<file path="config.mk">
export PLATFORM = sky130hd
export DESIGN_NAME = exception_sequencer
export DESIGN_NICKNAME = d
export VERILOG_FILES = /design/src/rtl/exception_sequencer.sv
export SDC_FILE = /design/constraint.sdc
export NUM_CORES = 1
export LEC_CHECK = 0
export CAP_MARGIN = 10
export CORE_MARGIN = 4
export CORE_UTILIZATION = 46
export DETAILED_ROUTE_END_ITERATION = 6
export GPL_TIMING_DRIVEN = 0
export HOLD_SLACK_MARGIN = 0.15
export PLACE_DENSITY = 0.84
export SLEW_MARGIN = 20
export SYNTH_ARGS = -nofsm -noshare
export SYNTH_HDL_FRONTEND = slang
export SYNTH_SLANG_ARGS = --single-unit
</file>
<file path="constraint.sdc">
create_clock -name clk -period 4 [get_ports clk]
set_input_delay 0.4 -clock clk [delete_from_list [all_inputs] [get_ports clk]]
set_output_delay 0.4 -clock clk [all_outputs]
set_load 0.01 [all_outputs]
</file>
<file path="src/rtl/exception_sequencer.sv">
// Precise exception / ERET sequencer: flushes the pipeline, issues one CP0 write bundle,
// then holds a PC redirect request toward fetch until it is acknowledged.
module exception_sequencer #(
  parameter logic [31:0] HANDLER_VEC  = 32'hBFC0_0380,
  parameter int          FLUSH_CYCLES = 2
) (
  input  logic        clk,
  input  logic        rst_n,
  input  logic        exc_valid_i,
  input  logic [31:0] excepttype_i,
  input  logic [31:0] mem_pc_i,
  input  logic        mem_in_ds_i,
  input  logic [31:0] cp0_epc_i,
  input  logic        pc_ack_i,
  output logic        flush_o,
  output logic        stall_o,
  output logic        cp0_we_o,
  output logic [31:0] cp0_epc_o,
  output logic [4:0]  cp0_exccode_o,
  output logic        cp0_bd_o,
  output logic        cp0_exl_set_o,
  output logic        cp0_exl_clr_o,
  output logic [31:0] new_pc_o,
  output logic        new_pc_vld_o,
  output logic        busy_o
);

  typedef enum logic [1:0] {
    IDLE     = 2'd0,
    FLUSH    = 2'd1,
    COMMIT   = 2'd2,
    REDIRECT = 2'd3
  } state_t;

  localparam logic [3:0] FLUSH_INIT = 4'(FLUSH_CYCLES - 1);
  localparam logic [3:0] CODE_ERET  = 4'hd;

  state_t      state_r;
  logic [3:0]  cnt_r;
  logic [3:0]  code_r;
  logic [31:0] epc_r;
  logic        bd_r;
  logic [31:0] ds_pc_s;
  logic        take_s;

  function automatic logic is_event(input logic [31:0] t);
    return (t[31:4] == 28'd0) && (t[3:0] != 4'h0) && (t[3:0] <= CODE_ERET);
  endfunction

  function automatic logic [4:0] exccode_of(input logic [3:0] code);
    case (code)
      4'h9:    return 5'h08;
      4'ha:    return 5'h0a;
      4'hb:    return 5'h0d;
      4'hc:    return 5'h0c;
      default: return 5'h00;
    endcase
  endfunction

  assign ds_pc_s = mem_pc_i - 32'd4;
  assign take_s  = exc_valid_i && is_event(excepttype_i);

  // Sequencer state, latched exception context and all registered outputs.
  always_ff @(posedge clk or negedge rst_n) begin
    if (!rst_n) begin
      state_r       <= IDLE;
      cnt_r         <= 4'd0;
      code_r        <= 4'd0;
      epc_r         <= 32'd0;
      bd_r          <= 1'b0;
      flush_o       <= 1'b0;
      stall_o       <= 1'b0;
      cp0_we_o      <= 1'b0;
      cp0_epc_o     <= 32'd0;
      cp0_exccode_o <= 5'd0;
      cp0_bd_o      <= 1'b0;
      cp0_exl_set_o <= 1'b0;
      cp0_exl_clr_o <= 1'b0;
      new_pc_o      <= 32'd0;
      new_pc_vld_o  <= 1'b0;
      busy_o        <= 1'b0;
    end else begin
      case (state_r)
        IDLE: begin
          if (take_s) begin
            state_r <= FLUSH;
            cnt_r   <= FLUSH_INIT;
            code_r  <= excepttype_i[3:0];
            epc_r   <= mem_in_ds_i ? ds_pc_s : mem_pc_i;
            bd_r    <= mem_in_ds_i;
            flush_o <= 1'b1;
            stall_o <= 1'b1;
            busy_o  <= 1'b1;
          end else begin
            state_r <= IDLE;
          end
        end
        FLUSH: begin
          if (cnt_r == 4'd0) begin
            state_r  <= COMMIT;
            flush_o  <= 1'b0;
            cp0_we_o <= 1'b1;
            // ERET carries no context; CP0 only needs the EXL clear.
            if (code_r == CODE_ERET) begin
              cp0_exl_clr_o <= 1'b1;
            end else begin
              cp0_epc_o     <= epc_r;
              cp0_exccode_o <= exccode_of(code_r);
              cp0_bd_o      <= bd_r;
              cp0_exl_set_o <= 1'b1;
            end
          end else begin
            cnt_r <= cnt_r - 4'd1;
          end
        end
        COMMIT: begin
          state_r       <= REDIRECT;
          cp0_we_o      <= 1'b0;
          cp0_epc_o     <= 32'd0;
          cp0_exccode_o <= 5'd0;
          cp0_bd_o      <= 1'b0;
          cp0_exl_set_o <= 1'b0;
          cp0_exl_clr_o <= 1'b0;
          new_pc_vld_o  <= 1'b1;
          new_pc_o      <= (code_r == CODE_ERET) ? cp0_epc_i : HANDLER_VEC;
        end
        REDIRECT: begin
          if (pc_ack_i) begin
            state_r      <= IDLE;
            new_pc_vld_o <= 1'b0;
            new_pc_o     <= 32'd0;
            stall_o      <= 1'b0;
            busy_o       <= 1'b0;
          end else begin
            state_r <= REDIRECT;
          end
        end
        default: begin
          state_r       <= IDLE;
          flush_o       <= 1'b0;
          stall_o       <= 1'b0;
          cp0_we_o      <= 1'b0;
          cp0_exl_set_o <= 1'b0;
          cp0_exl_clr_o <= 1'b0;
          new_pc_vld_o  <= 1'b0;
          busy_o        <= 1'b0;
        end
      endcase
    end
  end

endmodule

</file>
==> results of run 1 <==
==> final cells by class <==
class | instances | area [um^2] | area share (%)
Inverter | 8 | 30.0 | 0.392
Multi-Input combinational cell | 310 | 1990 | 26.0
Sequential cell | 118 | 2950 | 38.6
Clock buffer | 20 | 455 | 5.95
Timing Repair Buffer | 178 | 1800 | 23.5
Clock inverter | 12 | 126 | 1.65
Buffer | 26 | 125 | 1.63
Tap cell | 140 | 175 | 2.29
==> registers in the layout, summed over array words and instances, names as in the netlist <==
name           count
cp0_exccode_o      4
cp0_we_o           1
state_r            2
cp0_exl_clr_o      1
epc_r             32
code_r             4
bd_r               1
new_pc_o          32
busy_o             1
cp0_bd_o           1
cnt_r              4
cp0_exl_set_o      1
flush_o            1
cp0_epc_o         32
new_pc_vld_o       1
==> where the power goes <==
| part | switching (uW) | internal, uW |
|---|---|---|
| Sequential | 72.9 | 1310 |
| Combinational | 413 | 343 |
| Clock | 533 | 931 |
| Total | 1020 | 2580 |
==> routing by layer <==
metal | track usage [%] | routed length, um | share of wire, %
met5 | 0 | 0 | 0
met2 | 39.3 | 7290 | 49
met3 | 7.54 | 1250 | 8.4
met1 | 29.0 | 5970 | 40
met4 | 7.85 | 233 | 1.6
==> cell usage in the layout, fill, tap and decap left out, types with 5 or more instances in the layout <==
cell type          n
a22o_1            54
mux2_2             7
clkinvlp_4         5
inv_1              8
nor4_1            15
buf_2             10
nor2_1            60
a21oi_1           30
xor2_1             7
nor3_1            13
xnor2_1           22
nand2_1           34
o21ai_0           15
clkdlybuf4s50_1  175
dfrtp_1          118
clkbuf_1          12
clkbuf_16         16
==> final timing paths <==
kind / endpoint / slack [ns] / cells after the start
setup reg to reg: cp0_epc_o[10] / 1.48 / 8
min in group clk: new_pc_vld_o / 0.48 / 2
setup / recovery: cp0_epc_o[10] / 1.48 / 8
hold reg to reg: new_pc_vld_o / 0.48 / 2
hold / removal: new_pc_o[16] / 0.37 / 2
max in group asynchronous: epc_r[7] / 2.93 / 3
==> through the flow <==
stage	std cells	instance area (um^2)	hold WS (ns)	setup WS [ns]	utilization [%]
final	812	7660	0.368	1.48	70.6
after global routing	812	7660	0.386	1.39	70.6
after CTS	812	7660	0.356	1.51	70.6
after detailed placement	779	7070	0.322	1.41	65.2
after global placement	778	7040	0.461	-1.76	64.9
after floorplan	462	5100	0.104	2.09	-
==> cells by family (layout without fill, tap and decap cells) <==
| logic type | count (synthesis) | count (layout) |
|---|---|---|
| simple gates | 156 | 156 |
| buf+inv | 34 | 244 |
| mux | 7 | 7 |
| other cells | 1 | 1 |
| compound gates | 114 | 114 |
| fa+ha+maj | 3 | 3 |
| xor+xnor | 29 | 29 |
| flops | 118 | 118 |
==> results.py, run 1 <==
metrics = {
    "run_status": {
        "outcome": "finished clean",
    },
    "drt": {
        "vias_per_cell": 5.63,
        "first_pass_iters": 7,
        "drcViolationCount": 0,
        "vias": 4574,
        "wl_mm": 14.7,
        "ant_nets": 0,
        "detail_route.wl_per_cell_um": 18.2,
        "drtIter0Drc": 353,
    },
    "synth": {
        "synth_cell_types": 48,
        "synth_edf_count": 0,
        "ys.flop_type": "dfrtp_1",
        "synth_xor_area_share_pct": 4.98,
        "synthTopCellsByArea": "dfrtp_1, a22o_1, nor2_1, xnor2_1, a21oi_1",
        "synth-simple-area-share_pct": 15.7,
        "netlist_area_mm2": 0.00510,
        "ys_async_sr_fraction_pct": 100,
        "yosysMostFrequentCell": "dfrtp_1",
        "synth_nets": 566,
        "synth-compound-area-share_pct": 16.0,
        "postSynthCellCount": 462,
        "synth.top_cell.area_share_pct": 57.9,
        "ys_seq_area_share_pct": 57.9,
        "synth_top_family_by_area": "compound AO/OA/AOI/OAI gates",
        "yosys.area.top_type": "dfrtp_1",
        "synth_adder_area_share_pct": 0.736,
        "yosys_warnings": 0,
        "ys_ff_latch": 118,
        "syn_area_per_cell_um2": 11.0,
        "synth.area.mux_share_pct": 1.55,
        "synth_commonest_cells": "dfrtp_1, nor2_1, a22o_1",
    },
    "floorplan": {
        "pin_count": 178,
        "coreArea_mm2": 0.0108,
        "die_height_um": 113,
        "die_area_mm2": 0.0128,
        "num_rows": 38,
        "die_w_um": 113,
        "initial_core_util_pct": 47.0,
    },
    "finish": {
        "syn_to_final_growth_pct": 50.1,
        "drive_above_1_share_pct": 10.1,
        "num-fill-cells": 768,
        "n_antenna_cell": 0,
        "nets": 763,
    },
    "job": {
        "max-cap-violations": 0,
    },
    "global_routing": {
        "grt_max_degree": 81,
        "antenna_found_initial": 0,
        "track_usage_pct": 23.5,
        "grt_first_pass_wirelength_mm": 23.9,
        "first_global_vias": 4864,
        "overflow": 0,
    },
    "critical_path": {
        "path_cells": "inv_1 > ha_1 > nor3b_1 > and3_1 > clkbuf_1 > a21oi_2 > buf_2 > a22o_1",
        "cp.required_ns": 4.39,
        "crit_family": "buffers and inverters",
        "r2r_start": "cnt_r[0]",
        "end_kind": "register",
        "crit_fanout": 10,
        "crit_type": "reg2reg",
        "cp-startpoint": "cnt_r[0]",
        "slowest_delay_ns": 0.43,
        "timing.critical_path.buf_inv": 3,
        "worstPathArrival_ns": 2.91,
        "start_kind": "register",
        "critPathSlowestCell": "clkbuf_1",
    },
    "timing": {
        "hold_viol": 0,
        "worst_slew_pin_slew_ns": 0.579,
        "slew_violations": 0,
        "layout_min_cycle_time_ns": 2.52,
        "rsz0062_at_grt": "no",
        "relSlewSlack_pct": 61.4,
        "final-setup-viol-count": 0,
        "finalSetupTns_ns": 0,
        "skew_ns": 0.00871,
        "fmax_mhz": 397,
        "finalCritPeriodShare_pct": 63.0,
    },
    "placed_design": {
        "dpl.hpwl_mm": 10.9,
        "portBuffers": 176,
        "place_congestion": 0.916,
    },
    "clock_network": {
        "cts_tree": "done",
        "cts_buffers": 17,
        "htree_num_levels": 4,
        "cts-root-buf": "clkbuf_8",
        "cts_resized": 0,
        "cts.sinks": 118,
        "clock_latency_ns": 0.51,
        "post_cts_buffers": 0,
        "clk_pin_slew_ns": 0.06,
        "cts_buffer_depth": 2,
        "hold_buffers": 1,
    },
    "power_and_ir_drop": {
        "power.density_mw_per_mm2": 470,
        "vdd_drop_max_mv": 0.308,
        "total_power_uw": 3600,
        "p_leak_uw": 0.00334,
    },
    "hold_path": {
        "hp-class": "in2async",
    },
}
Power figures use the tool's default switching activity.
==> run 2, diff against run 1 <==
- CORE_UTILIZATION: 46 -> 45
- PLACE_DENSITY: 0.84 -> 0.83
- clock period: 4 -> 2.43 ns (I/O delays scaled with it)
==> results.py, run 2 (synthesized netlist as in run 1, its figures left out) <==
metrics = {
    "run_status": {
        "outcome": "finished clean",
    },
    "clock_network": {
        "htree_num_levels": 4,
        "cts_tree": "done",
        "post_cts_buffers": 0,
        "cts-root-buf": "clkbuf_16",
        "cts_buffer_depth": 2,
        "cts_buffers": 17,
        "clk_pin_slew_ns": 0.05,
        "clock_latency_ns": 0.41,
        "cts.sinks": 118,
    },
    "timing": {
        "slew_violations": 0,
        "relSlewSlack_pct": 63.4,
        "finalWorstSetupSlack_ns": 0.190,
        "fmax_mhz": 446,
        "hold_viol": 0,
        "final-setup-viol-count": 0,
        "rsz0062_at_grt": "no",
        "layout_min_cycle_time_ns": 2.24,
        "finalCritPeriodShare_pct": 92.2,
        "skew_ns": 0.0130,
        "worst_slew_pin_slew_ns": 0.541,
    },
    "global_routing": {
        "grt_first_pass_wirelength_mm": 23.7,
        "first_global_vias": 4705,
        "grt_max_degree": 80,
        "antenna_found_initial": 0,
        "overflow": 0,
        "track_usage_pct": 22.9,
    },
    "placed_design": {
        "dpl.hpwl_mm": 10.6,
        "portBuffers": 176,
        "place_congestion": 0.872,
        "placed_cell_area_mm2": 0.00707,
        "place_ws_ns": 0.00326,
        "placed_cells": 779,
    },
    "finish": {
        "n_antenna_cell": 0,
        "drive_above_1_share_pct": 10.1,
        "seqCellArea_mm2": 0.00295,
        "final_cell_mix": "clkdlybuf4s50_1, dfrtp_1, nor2_1",
        "layout_commonest_cell": "clkdlybuf4s50_1",
        "fin_cells": 811,
        "num-fill-cells": 783,
        "final_core_util_pct": 70.6,
        "nets": 762,
        "final_area_mm2": 0.00775,
        "syn_to_final_growth_pct": 52.1,
        "multi_input_area_mm2": 0.00199,
        "reg.largest.list": "cp0_epc_o (32), epc_r (32), new_pc_o (32)",
    },
    "floorplan": {
        "coreArea_mm2": 0.0110,
        "initial_core_util_pct": 46.4,
        "die_w_um": 114,
        "die_height_um": 114,
        "num_rows": 38,
        "die_area_mm2": 0.0131,
        "pin_count": 178,
    },
    "critical_path": {
        "cp_common_cell": "buf_2",
        "end_kind": "register",
        "crit_type": "reg2reg",
        "reg2reg_to": "epc_r[12]",
        "r2r_start": "state_r[1]",
        "start_kind": "register",
        "slowest_delay_ns": 0.41,
        "reg2reg_slack_ns": 0.19,
        "crit_family": "simple AND/OR/NAND/NOR gates",
        "cp.required_ns": 2.70,
        "reg2reg_depth": 7,
        "crit_fanout": 10,
        "worstPathArrival_ns": 2.51,
        "timing.critical_path.buf_inv": 3,
        "critPathSlowestCell": "nor4_2",
        "path_cells": "buf_2 > nor4b_1 > nand4_1 > nor4_2 > clkbuf_4 > buf_2 > a21oi_1",
    },
    "drt": {
        "drtIter0Drc": 342,
        "detail_route.wl_per_cell_um": 18.1,
        "wl_mm": 14.7,
        "drcViolationCount": 0,
        "vias": 4541,
        "first_pass_iters": 5,
        "vias_per_cell": 5.60,
        "ant_nets": 0,
    },
    "job": {
        "max-cap-violations": 0,
    },
    "hold_path": {
        "hp-class": "in2async",
    },
    "power_and_ir_drop": {
        "vdd_drop_max_mv": 0.572,
        "p_leak_uw": 0.00339,
        "power.density_mw_per_mm2": 819,
        "total_power_uw": 6350,
    },
}
run 2: cell count changes in the layout (fill, tap and decap cells not counted), moves of 2 or more:
cell and change:
clkinvlp_4 -4, clkinv_2 -3, bufinv_16 +3, clkbuf_8 +2
run 2: worst register-to-register path, cell delays in order, from the launching register on:
cell and delay (ns):
dfrtp_1 0.35, buf_2 0.17, nor4b_1 0.31, nand4_1 0.18, nor4_2 0.41, clkbuf_4 0.32
buf_2 0.27, a21oi_1 0.10
run 2: worst max-delay path by stage:
stage | end | slack, ns | cells after the start | from
after floorplan | cp0_epc_o[10] | 0.52 | 8 | cnt_r[0]
after CTS | cp0_epc_o[7] | 0.03 | 8 | cnt_r[0]
after global routing | epc_r[8] | 0.04 | 7 | state_r[1]
after global placement | epc_r[0] | -3.16 | 1 | rst_n
final | epc_r[12] | 0.19 | 7 | state_r[1]
after detailed placement | cp0_epc_o[7] | 0.003 | 7 | cnt_r[0]
run 2: what timing repair did:
action,CTS,global route
resized for setup,1,2
endpoints found under the setup margin,9,31
endpoints found under the hold margin,39,0
hold buffers,1,0
run 2: per-stage QoR:
step	hold slack, ns	TNS, ns
finish	0.307	0
global route	0.332	0
CTS	0.314	0
detailed placement	0.177	0
global placement	0.460	-371.54
floorplan	-0.0526	0
run 2: final cells by class:
| type | instances | area share [%] |
|---|---|---|
| Tap cell | 140 | 2.26 |
| Buffer | 25 | 1.61 |
| Inverter | 8 | 0.387 |
| Clock inverter | 7 | 2.10 |
| Clock buffer | 25 | 6.65 |
| Timing Repair Buffer | 178 | 23.2 |
| Sequential cell | 118 | 38.1 |
| Multi-Input combinational cell | 310 | 25.7 |
run 2: where the power goes:
group / total, uW / internal (uW) / switching (uW)
Clock: 2840 / 1980 / 856
Sequential: 2260 / 2150 / 112
Combinational: 1250 / 564 / 686
run 2: layer usage:
layer  vias up  GRT usage, %  wire [um]
li1       2062             -          -
met1      2219          28.5       6020
met2       230          38.6       7250
met3        30          6.98       1230
met4         0          6.73        208
met5         -             0          0
==> run 3, diff against run 2 <==
- CTS_CLUSTER_SIZE: default -> 28
==> results of run 3 <==
Final layout, timing and power as in run 2 (identical DEF).
